## src/rtl/wb_writer_pkg.sv

```systemverilog
// Shared core definitions for the write-back stage: widths, register count
// and the write-back entry carried from each execution unit to the register file.
package wb_writer_pkg;

    localparam int XLEN = 32;
    localparam int NREG = 32;
    localparam int RAW  = 5;

    typedef logic [RAW-1:0]  reg_addr_t;
    typedef logic [XLEN-1:0] xdata_t;

    typedef struct packed {
        logic      valid;
        reg_addr_t rd;
        xdata_t    data;
    } wb_entry_t;

    typedef enum logic {
        SRC_ALU = 1'b0,
        SRC_LSU = 1'b1
    } wb_src_t;

    // x0 is hardwired; an entry targeting it is retired without a write.
    function automatic logic writes_rf(input wb_entry_t e);
        return e.valid && (e.rd != '0);
    endfunction

endpackage

```

## src/rtl/wb_writer_hold_buf.sv

```systemverilog
// One-entry holding buffer between an execution unit and the write-back arbiter.
// Ready is a function of buffer state and grant only, never of in_valid.
module wb_hold_buf
    import wb_writer_pkg::*;
(
    input  logic            clk,
    input  logic            rst,
    input  logic            in_valid,
    input  logic [RAW-1:0]  in_rd,
    input  logic [XLEN-1:0] in_data,
    input  logic            grant,
    output logic            ready,
    output wb_entry_t       entry
);

    // A granted entry leaves on this edge, so the slot can refill on the same edge.
    assign ready = !entry.valid || grant;

    always_ff @(posedge clk or negedge rst) begin
        if (!rst) begin
            entry <= '0;
        end else if (in_valid && ready) begin
            entry <= '{valid: 1'b1, rd: in_rd, data: in_data};
        end else if (grant) begin
            entry.valid <= 1'b0;
        end
    end

endmodule

```

## src/rtl/wb_writer.sv

```systemverilog
// Write-back stage: merges ALU and LSU results into one registered register-file
// write port with round-robin arbitration. Define WB_SCOREBOARD_EN to build the
// pending-register scoreboard; otherwise pending is tied to zero.
module wb_writer
    import wb_writer_pkg::*;
(
    input  logic            clk,
    input  logic            rst,
    input  logic            alu_valid,
    output logic            alu_ready,
    input  logic [RAW-1:0]  alu_rd,
    input  logic [XLEN-1:0] alu_data,
    input  logic            lsu_valid,
    output logic            lsu_ready,
    input  logic [RAW-1:0]  lsu_rd,
    input  logic [XLEN-1:0] lsu_data,
    output logic            rf_we,
    output logic [RAW-1:0]  rf_waddr,
    output logic [XLEN-1:0] rf_wdata,
    input  logic            issue_en,
    input  logic [RAW-1:0]  issue_rd,
    output logic [NREG-1:0] pending
);

    wb_entry_t alu_ent, lsu_ent, win;
    logic      alu_grant, lsu_grant, any_grant, wr_fire, both_full;
    wb_src_t   last_grant;

    wb_hold_buf u_alu_buf (
        .clk      (clk),
        .rst      (rst),
        .in_valid (alu_valid),
        .in_rd    (alu_rd),
        .in_data  (alu_data),
        .grant    (alu_grant),
        .ready    (alu_ready),
        .entry    (alu_ent)
    );

    wb_hold_buf u_lsu_buf (
        .clk      (clk),
        .rst      (rst),
        .in_valid (lsu_valid),
        .in_rd    (lsu_rd),
        .in_data  (lsu_data),
        .grant    (lsu_grant),
        .ready    (lsu_ready),
        .entry    (lsu_ent)
    );

    assign both_full = alu_ent.valid && lsu_ent.valid;

    // On a tie the source that did not win the previous tie goes first.
    always_comb begin
        alu_grant = 1'b0;
        lsu_grant = 1'b0;
        if (both_full) begin
            if (last_grant == SRC_ALU) lsu_grant = 1'b1;
            else                       alu_grant = 1'b1;
        end else begin
            alu_grant = alu_ent.valid;
            lsu_grant = lsu_ent.valid;
        end
    end

    assign any_grant = alu_grant || lsu_grant;
    assign win       = lsu_grant ? lsu_ent : alu_ent;
    assign wr_fire   = any_grant && writes_rf(win);

    always_ff @(posedge clk or negedge rst) begin
        if (!rst) begin
            rf_we      <= 1'b0;
            rf_waddr   <= '0;
            rf_wdata   <= '0;
            last_grant <= SRC_ALU;
        end else begin
            rf_we <= wr_fire;
            if (wr_fire) begin
                rf_waddr <= win.rd;
                rf_wdata <= win.data;
            end
            if (both_full) begin
                last_grant <= lsu_grant ? SRC_LSU : SRC_ALU;
            end
        end
    end

`ifdef WB_SCOREBOARD_EN
    logic [NREG-1:0] pend_q, pend_nxt;

    // Set is applied after clear so a re-issue on the retiring edge wins.
    always_comb begin
        pend_nxt = pend_q;
        if (wr_fire) pend_nxt[win.rd] = 1'b0;
        if (issue_en && (issue_rd != '0)) pend_nxt[issue_rd] = 1'b1;
        pend_nxt[0] = 1'b0;
    end

    always_ff @(posedge clk or negedge rst) begin
        if (!rst) pend_q <= '0;
        else      pend_q <= pend_nxt;
    end

    assign pending = pend_q;
`else
    logic unused_issue;
    assign unused_issue = ^{issue_en, issue_rd};
    assign pending      = '0;
`endif

endmodule

```

## config.mk

```make
export PLATFORM = sky130hd
export DESIGN_NAME = wb_writer
export DESIGN_NICKNAME = d
export VERILOG_FILES = /design/src/rtl/wb_writer_pkg.sv /design/src/rtl/wb_writer_hold_buf.sv /design/src/rtl/wb_writer.sv
export SDC_FILE = /design/constraint.sdc
export NUM_CORES = 1
export LEC_CHECK = 0
export CORE_ASPECT_RATIO = 0.75
export CORE_MARGIN = 1
export CORE_UTILIZATION = 50
export DETAILED_ROUTE_END_ITERATION = 16
export GPL_ROUTABILITY_DRIVEN = 1
export GPL_TIMING_DRIVEN = 0
export PLACE_DENSITY = 0.81
export SKIP_LAST_GASP = 1
export SYNTH_ARGS = -nofsm -noshare
export SYNTH_HDL_FRONTEND = slang
export SYNTH_SLANG_ARGS = --single-unit
```

## constraint.sdc

```tcl
create_clock -name clk -period 5.4 [get_ports clk]
set_clock_uncertainty 0.1 [all_clocks]
set_input_delay 0.54 -clock clk [delete_from_list [all_inputs] [get_ports clk]]
set_output_delay 0.54 -clock clk [all_outputs]
set_load 0.02 [all_outputs]
```

---- Word-level counts from Yosys, hierarchy flattened ----
Cells that the tools add are included.
operators by class
  muxes and demuxes ....................... 10
  reductions and logical operators ........ 13
operators with widths
  cell                count
  38-bit two-way mux  1
  1-bit two-way mux   9
  1-bit logical AND   5
  5-bit nonzero test  1
  2-bit nonzero test  2
  1-bit logical OR    3
  1-bit logical NOT   2
word-level totals
  register bits ........................... 115
  input port bits ......................... 84
  output and inout port bits .............. 72
  logic and storage cells ................. 33

---- Logic depth before layout (Yosys ltp) ----
  depth after elaboration ................. 6
  depth in mapped cells ................... 6
  depth with buffers taken out ............ 4

---- By module ----
Synthesis repeated with hierarchy kept, for this count alone.
unflattened totals
  cell total of the unflattened synthesis .. 338
  area total of the unflattened synthesis .. 5377.7 sq um
by module, submodules not included
  module       instances  cells each  area an instance (sq um)  sequential area each (sq um)
  wb_hold_buf  2          81          1572.8                    950.9
  wb_writer    1          176         2232.1                    975.9

---- Worst setup path after synthesis ----
Ideal clock, no wire load.
  kind .................................... register -> register
  start point ............................. register u_alu_buf.entry[37] in the netlist's numbering
  end point ............................... register rf_wdata[22]
  library setup time ...................... 0.125 ns
  data arrival time ....................... 1.771 ns
  required time ........................... 5.175 ns
  path slack .............................. 3.405 ns
  cell stages (with the launch flop) ...... 6
  path buffers ............................ 1
  clock period less this slack ............ 1.995 ns
  cell sequence ........................... dfrtp_1 a21boi_2 mux2_2 a21oi_4 buf_6 mux2_2
on the way
  word-level cells in the longest chain between the ends .. 6
  elaborated cells between the ends (all ways) .. 8
  classes of those cells .................. 3 x mux; 5 x reduce/logical
ends and longest elaborated chain
  item                      line                      text
  start: declaration        wb_writer_hold_buf.sv:13  output wb_entry_t entry
  start signal: assignment  wb_writer_hold_buf.sv:23  entry <= '{valid: 1'b1, rd: in_rd, data: in_data};
  1-bit logical AND         wb_writer.sv:51           assign both_full = alu_ent.valid && lsu_ent.valid;
  1-bit two-way mux         wb_writer.sv:57           if (both_full) begin
  38-bit two-way mux        wb_writer.sv:67           assign win = lsu_grant ? lsu_ent : alu_ent;
  5-bit nonzero test        wb_writer_pkg.sv:25       return e.valid && (e.rd != '0);
  1-bit logical AND         wb_writer_pkg.sv:25
  1-bit logical AND         wb_writer.sv:68           assign wr_fire = any_grant && writes_rf(win);
  end signal: assignment    wb_writer.sv:80           rf_wdata <= win.data;
  end: declaration          wb_writer.sv:19           output logic [XLEN-1:0] rf_wdata,
Parallel ways exist; a longest one is shown, timed or not.
A chain may end at the register's enable or synchronous reset.

---- Worst setup path in the final report ----
  start point ............................. register u_alu_buf.entry[37] in the netlist's numbering
  end point ............................... output port alu_ready
on the way
  word-level cells in the longest chain between the ends .. 3
  elaborated cells between the ends (all ways) .. 4
  classes of those cells .................. 1 x mux; 3 x reduce/logical
ends and longest elaborated chain
  item                  line                      text
  1-bit logical AND     wb_writer.sv:51
  1-bit two-way mux     wb_writer.sv:57
  1-bit logical OR (*)  wb_writer_hold_buf.sv:17  assign ready = !entry.valid || grant;
  end: declaration      wb_writer.sv:10           output logic alu_ready,
Mark *: on every way between the ends. The rest lies on a longest branch, timed or not.

==> run_results.csv <==
group,metric,value,unit
detailed_routing,wl_per_cell,16.4,um
logic_synthesis,yosys_warnings,0,
detailed_routing,drt_iter0_markers,125,
place,hpwl,7420,um
sta,worst_slack,2.90,ns
finish,antenna_cells_inserted,0,
finish,drive_gt1_share,42.2,%
detailed_routing,vias_per_cell,4.93,
min_path,hold_path_class,"primary input to asynchronous set/reset pin",
sta,slew_headroom,52.0,%
floorplanning,die-area,0.0105,sq mm
logic_synthesis,yosysTopAreaCellShare,57.2,%
global_route,grt_max_degree,62,
cts,numClockSinks,115,
sta,whs,0.104,ns
sta,rsz0062_at_grt,"false",
floorplanning,fp.dieH,88.9,um
outcome,status,"completed",
cts,root_buffer,"clkbuf_16",
sta,hold_violations,0,
cts,cts-resized-gates,0,
flow_run,maxCapViolations,0,
power_and_ir_drop,vdd_ir_drop_max,0.382,mV
logic_synthesis,synth.most_common_cell,"mux2_2",
cts,htreeDepth,4,
global_route,antenna_found_initial,0,
sta,fin_crit,2.50,ns
place,dp.cells,619,
detailed_routing,drt-met1-wl,4680,um
cts,numCtsBuffers,17,
critical_path,arrival,1.86,ns
cts,cts_buffer_depth,2,
logic_synthesis,synth_cell_type_count,26,
finish,fin_nets,590,
cts,postCtsSetupBuffers,0,
logic_synthesis,syn_avg_cell_area,14.9,sq um
floorplanning,core,0.00970,sq mm
logic_synthesis,synth_ff_type,"dfrtp_1",
global_route,grt_pass1_wl,17100,um
global_route,grt.total_usage,21.8,%
global_route,grt.overflow.total,0,
logic_synthesis,async_flop_share,100,%
critical_path,crit_fanout,4,
logic_synthesis,yosys-top-cells-count,"mux2_2, dfrtp_1, buf_4, nand2_1, mux2i_1",
power_and_ir_drop,p_leak,3.09,nW
logic_synthesis,synth.yosys.seq_area_share,57.2,%
logic_synthesis,yosys.area.top_type,"dfrtp_1",
sta,tns,0,ns
place,io_buffers,117,
place,dp_slack,3.11,ns
detailed_routing,wl_met3,789,um
detailed_routing,drt_wl_total,10700,um
critical_path,worstPathRequired,4.76,ns
global_route,grt_pass1_vias,3365,
place,place.gp.congestion,0.802,
logic_synthesis,ys_ff_latch,115,
sta,tightest_slew,0.720,ns
cts,clock_latency,0.40,ns
finish,final_cells,651,
finish,final_core_util,73.4,%
cts,cts_hold_buf,0,
critical_path,cp-start-kind,"register",
sta,post-route-period-util,46.3,%
logic_synthesis,yosys-top-cells-area,"dfrtp_1, mux2_2, buf_4",
floorplanning,die-width,118,um
detailed_routing,via_count,3211,
critical_path,critical_path_class,"register to primary output",
floorplanning,start_util,51.9,%
logic_synthesis,synth-edff-count,0,
sta,fmax,400,MHz
floorplanning,ioPinCount,156,
sta,finalSetupViolCount,0,
detailed_routing,firstDrtPassIters,4,
detailed_routing,ant_nets,0,
power_and_ir_drop,p_per_area,523,mW/mm^2
floorplanning,rows,31,
logic_synthesis,synth_area,0.00503,sq mm
sta,slew_violations,0,
cts,clk_pin_slew,0.05,ns
detailed_routing,route.detailed.drc,0,
detailed_routing,met2WireLength,5150,um
detailed_routing,top_layer,"met4",
finish,areaGrowthSynthToFinish,41.5,%
critical_path,endpoint_kind,"primary output",
logic_synthesis,synth_cells,338,
cts,cts_tree,"done",
[registers in the layout (all words and copies together) (netlist names)]
register	cells
last_grant	1
rf_waddr	5
rf_wdata	32
rf_we	1
u_alu_buf.entry	38
u_lsu_buf.entry	38
[kinds of logic after synthesis]
| logic type | Yosys count | share of synthesized area (%) |
|---|---|---|
| mux | 146 | 32.6 |
| flops | 115 | 57.2 |
| other cells | 1 | 0.0746 |
| compound gates | 10 | 1.54 |
| simple gates | 18 | 1.87 |
| buf+inv | 48 | 6.74 |
[power by group]
group | internal, W | switching (W)
clock | 0.000750 | 0.000365
sequential | 0.00116 | 0.000167
combinational | 0.000719 | 0.000561
total | 0.00263 | 0.00109
[final timing paths]
path | startpoint | to | slack, ns | cells after the start
hold / removal | rst | u_alu_buf.entry[18] | 0.10 | 1
setup / recovery | u_alu_buf.entry[37] | alu_ready | 2.90 | 4
setup reg to reg | u_alu_buf.entry[37] | rf_wdata[5] | 3.10 | 5
hold reg to reg | u_lsu_buf.entry[10] | u_lsu_buf.entry[10] | 0.39 | 1
min in group clk | u_lsu_buf.entry[10] | u_lsu_buf.entry[10] | 0.39 | 1
max in group asynchronous | rst | u_lsu_buf.entry[36] | 4.35 | 2
[layout by cell type (no fill, tap or decap), drive strengths merged]
| cell | count |
|---|---|
| mux2 | 141 |
| clkdlybuf4s50 | 116 |
| dfrtp | 115 |
| buf | 44 |
| conb | 32 |
| clkbuf | 28 |
| nand2 | 7 |
| mux2i | 5 |
| o21ai | 4 |
| clkinvlp | 3 |
| clkinv | 3 |
| nor4 | 2 |
| nor3b | 2 |
| nor3 | 2 |
| nand2b | 2 |
| inv | 2 |
| bufinv | 2 |
| or2 | 1 |
| a21boi | 1 |
| nor2 | 1 |
| a21oi | 1 |
| nand3 | 1 |
| o2111ai | 1 |
| o211ai | 1 |
| o22ai | 1 |
| o31ai | 1 |
[through the flow]
step | total power (W) | cell area [sq um]
after floorplan | 0.00209 | 5150
after detailed placement | 0.00262 | 6510
after CTS | 0.00376 | 7120
after global routing | 0.00391 | 7120
final | 0.00372 | 7120
after global placement | 0.00258 | 6480
[routing by layer]
metal,vias to the layer above,track usage (%)
met5,-,0
met4,0,3.85
met3,7,7.93
met2,111,36.3
met1,1622,28.2
li1,1471,-
[worst max-delay path: stages (launching register included)]
cell and delay [ns]:
dfrtp_1 0.40, nand2_1 0.09, or2_2 0.28, clkbuf_1 0.15
clkdlybuf4s50_1 0.55
[layout make-up]
class | count | area (sq um)
Clock inverter | 8 | 97.6
Clock buffer | 24 | 512
Tap cell | 132 | 165
Inverter | 2 | 7.51
Timing Repair Buffer | 118 | 1200
Fill cell | 670 | 2580
Buffer | 46 | 332
Sequential cell | 115 | 2880
Multi-Input combinational cell | 206 | 1930
No activity file was read; power rests on OpenSTA's default activity.
==> patch 1: new RTL, same settings <==
Change the package constant `NREG` from 32 to 64.
--- a/src/rtl/wb_writer_pkg.sv
+++ b/src/rtl/wb_writer_pkg.sv
@@ -3,7 +3,7 @@
 package wb_writer_pkg;
 
     localparam int XLEN = 32;
-    localparam int NREG = 32;
+    localparam int NREG = 64;
     localparam int RAW  = 5;
 
     typedef logic [RAW-1:0]  reg_addr_t;
Ports: changed (resized pending); port bits go from 156 to 188. No check against the original RTL was run, so the function may have changed too.
==> patch 1 against the original RTL <==
- wire length increased by 8.2%
- via count increased by 5.4%
- design area increased by 4.9%
- area after synthesis increased by 4.8%
- power increased by 1.4%
- sequential cell count unchanged
- setup slack improved by 0.023 ns
- critical endpoint unchanged
- core utilization decreased by 0.57 points
- largest cell class unchanged
- synthesized cell count increased by 9.5%
==> patch 1: results (changes against the original RTL) <==
metric,value,unit,change
status,"complete, no violations",,unchanged
grt_pass1_wl,18.5,mm,was 17.1 mm
place.gp.congestion,0.828,,was 0.802
path_max_fanout,4,,unchanged
antenna_cells,0,,unchanged
hp-class,primary input to async pin,,unchanged
dp.final_hpwl,7.94,mm,was 7.42 mm
yosys-top-cells-area,"dfrtp_1, mux2_2, buf_4, mux2i_1, buf_6",,unchanged
final_cells,719,,was 651
grt_util_all_layers,22.6,%,was 21.8%
numCtsBuffers,17,,unchanged
synth_commonest_cells,"mux2_2, dfrtp_1, buf_4",,unchanged
cts-resized-gates,0,,unchanged
synth_compound_area_share,1.47,%,was 1.54%
synthMuxAreaShare,31.1,%,was 32.6%
place_area,0.00687,mm^2,was 0.00651 mm^2
dr.pass1.iters,4,,unchanged
p_int,2.61,mW,was 2.63 mW
grt_pass1_vias,3614,,"was 3,365"
cts_buffer_depth,2,,unchanged
ys_warn_count,0,,unchanged
synthCells,370,,was 338
netlist-cell-type-count,26,,unchanged
dp.cells,687,,was 619
power.leakage,3.35,nW,was 3.09 nW
antenna_found_initial,0,,unchanged
wirelength,11.5,mm,was 10.7 mm
ys_seq_area_share,54.6,%,was 57.2%
arrival,1.84,ns,was 1.86 ns
io_buffers,117,,unchanged
reg_top3,"u_alu_buf.entry x38, u_lsu_buf.entry x38, rf_wdata x32",,unchanged
nNetsFinal,654,,was 590
whs,0.0630,ns,was 0.104 ns
ir_drop,297,uV,was 382 uV
ff2ff_setup_slack,3.11,ns,was 3.10 ns
fill_cells,692,,was 670
pre_cts_ws,3.05,ns,was 3.11 ns
synthAdderAreaFrac,0,%,unchanged
grt_max_degree,65,,was 62
drtIter0Drc,151,,was 125
worstMarginPinSlew,0.779,ns,was 0.720 ns
globalRouteMet3Util,7.77,%,was 7.93%
max_freq,403,MHz,was 400 MHz
met1_usage,29.0,%,was 28.2%
insertion_delay,0.41,ns,
vias,3384,,"was 3,211"
drive_above_1_share,43.2,%,was 42.2%
postCtsSetupBuffers,0,,unchanged
use_met2,35.9,%,was 36.3%
patch 1: cell types whose count changed in the layout (fill, tap and decap cells not counted):
cell / delta
buf_4: +32
conb_1: +32
clkbuf_8: -6
clkinv_2: +3
clkinvlp_4: +2
bufinv_16: +1
clkbuf_1: -1
clkinv_4: +1
patch 1: path summary, 6_finish.rpt:
| check | from | to | depth (start not counted) |
|---|---|---|---|
| max | u_alu_buf.entry[37] | alu_ready | 4 |
| min | rst | rf_waddr[0] | 1 |
| max reg2reg | u_alu_buf.entry[37] | rf_wdata[9] | 4 |
| min reg2reg | u_alu_buf.entry[1] | u_alu_buf.entry[1] | 1 |
| max in group asynchronous | rst | u_lsu_buf.entry[20] | 2 |
| min in group clk | u_alu_buf.entry[1] | u_alu_buf.entry[1] | 1 |
patch 1: final cells by class:
cell class / instances / area, um^2 / area share (%)
sequential: 115 / 2880 / 38.6
multi-input combinational: 238 / 2050 / 27.5
timing repair buffer: 118 / 1200 / 16.0
buffer: 78 / 572 / 7.66
clock buffer: 17 / 425 / 5.70
tap: 136 / 170 / 2.28
clock inverter: 15 / 166 / 2.23
inverter: 2 / 7.51 / 0.101
patch 1: critical path: stages, from the launching register on:
cell and delay [ns]:
dfrtp_1 0.40, nand2_1 0.08, or2_2 0.27, clkbuf_1 0.14
clkdlybuf4s50_1 0.55
patch 1: power groups by stage:
stage          Clock [mW]  Combinational (mW)  Sequential [mW]
5_1_grt              1.17                1.41             1.37
3_5_place_dp            0                1.33             1.34
6_report             1.12                1.33             1.33
3_3_place_gp            0                1.30             1.32
4_1_cts              1.13                1.34             1.33
2_1_floorplan           0               0.648             1.48
patch 1: metal layers:
metal	share of wire (%)	up-vias	wire, um
met3	7.4	10	851
met5	0	-	0
met2	48	131	5590
met1	43	1674	5000
met4	0.78	0	90
li1	-	1569	-
==> patch 2: new RTL, same flow settings <==
Without the edit above. Build with the macro `WB_SCOREBOARD_EN` defined.
--- a/src/rtl/wb_writer.sv
+++ b/src/rtl/wb_writer.sv
@@ -1,6 +1,8 @@
 // Write-back stage: merges ALU and LSU results into one registered register-file
 // write port with round-robin arbitration. Define WB_SCOREBOARD_EN to build the
 // pending-register scoreboard; otherwise pending is tied to zero.
+`define WB_SCOREBOARD_EN
+
 module wb_writer
     import wb_writer_pkg::*;
 (
Behaviour: not the same (a bounded check fails within 4 cycles, from zero or initial values and one cycle with rst low).
==> patch 2 against the original RTL <==
- power grew 33%
- wire length rose by 45%
- design area grew 24%
- sequential cell count rose by 31
- clock power increased by 14%
- setup slack lost 0.14 ns
- cell count rose by 30%
- die area up 26%
- area after synthesis grew 27%
==> patch 2: results (changes against the original RTL) <==
metric,value,unit,change
ff2ff_setup_slack,3.18,ns,was 3.10 ns
synth.most_common_cell,dfrtp_1,,was mux2_2
seq_area,0.00365,mm^2,was 0.00288 mm^2
met1_usage,32.3,%,was 28.2%
wl_met1,6.59,mm,was 4.68 mm
status,"complete, no violations",,unchanged
die_area,0.0132,mm^2,was 0.0105 mm^2
synth_commonest_cells,"dfrtp_1, mux2_2, a21oi_1",,"was mux2_2, dfrtp_1, buf_4"
ir_drop,279,uV,was 382 uV
reg2reg_to,pending[24],,was rf_wdata[5]
netlist-cell-type-count,44,,was 26
yosys-top-cells-area,"dfrtp_1, mux2_2, mux2i_1, a21oi_2, a21oi_1",,"was dfrtp_1, mux2_2, buf_4, mux2i_1, buf_6"
multi_input_area_share,28.7,%,was 27.1%
wl_met3,1.20,mm,was 789 um
slowest_delay,0.66,ns,was 0.55 ns
dp.cells,817,,was 619
buffers_excl_clock,185,,was 164
multi_input_gates,315,,was 206
drtIter0Drc,308,,was 125
drive_above_1_share,24.9,%,was 42.2%
path_max_fanout,8,,was 4
nClkBuffers,19,,was 24
place_area,0.00815,mm^2,was 0.00651 mm^2
dp.final_hpwl,10.8,mm,was 7.42 mm
place.gp.congestion,0.906,,was 0.802
power.leakage,3.58,nW,was 3.09 nW
grt_util_all_layers,25.2,%,was 21.8%
avgSynthCellArea,12.8,um^2,was 14.9 um^2
use_met2,41.7,%,was 36.3%
pre_cts_ws,3.05,ns,was 3.11 ns
nonClockInverterCount,5,,was 2
ys_seq_area_share,57.2,%,about the same
io_buffers,152,,was 117
arrival,2.00,ns,was 1.86 ns
fill_cells,842,,was 670
grt_pass1_wl,25.5,mm,was 17.1 mm
[patch 2: changes by cell type after synthesis, sizes merged, moves of 16 or more]
cell / before / now
buf: 42 / 22
mux2i: 5 / 36
o2bb2ai: 0 / 16
a21oi: 1 / 74
mux2: 141 / 74
nand2b: 2 / 24
dfrtp: 115 / 146
o21ai: 4 / 32
[patch 2: report_power, final]
| group | internal [mW] | switching, mW | leakage, nW |
|---|---|---|---|
| registers | 1.50 | 0.254 | 1.69 |
| logic | 0.949 | 0.970 | 1.58 |
| clock network | 0.807 | 0.472 | 0.309 |
[patch 2: kinds of logic (layout without fill, tap and decap cells)]
kind of cell	after synthesis	count (layout)	synth area share, %
AOI/OAI and AO/OA	134	134	14.2
buffers and inverters	37	222	3.33
DFF	146	146	57.2
muxes	110	110	18.7
other	1	1	0.0587
and+or+nand+nor	70	70	6.54
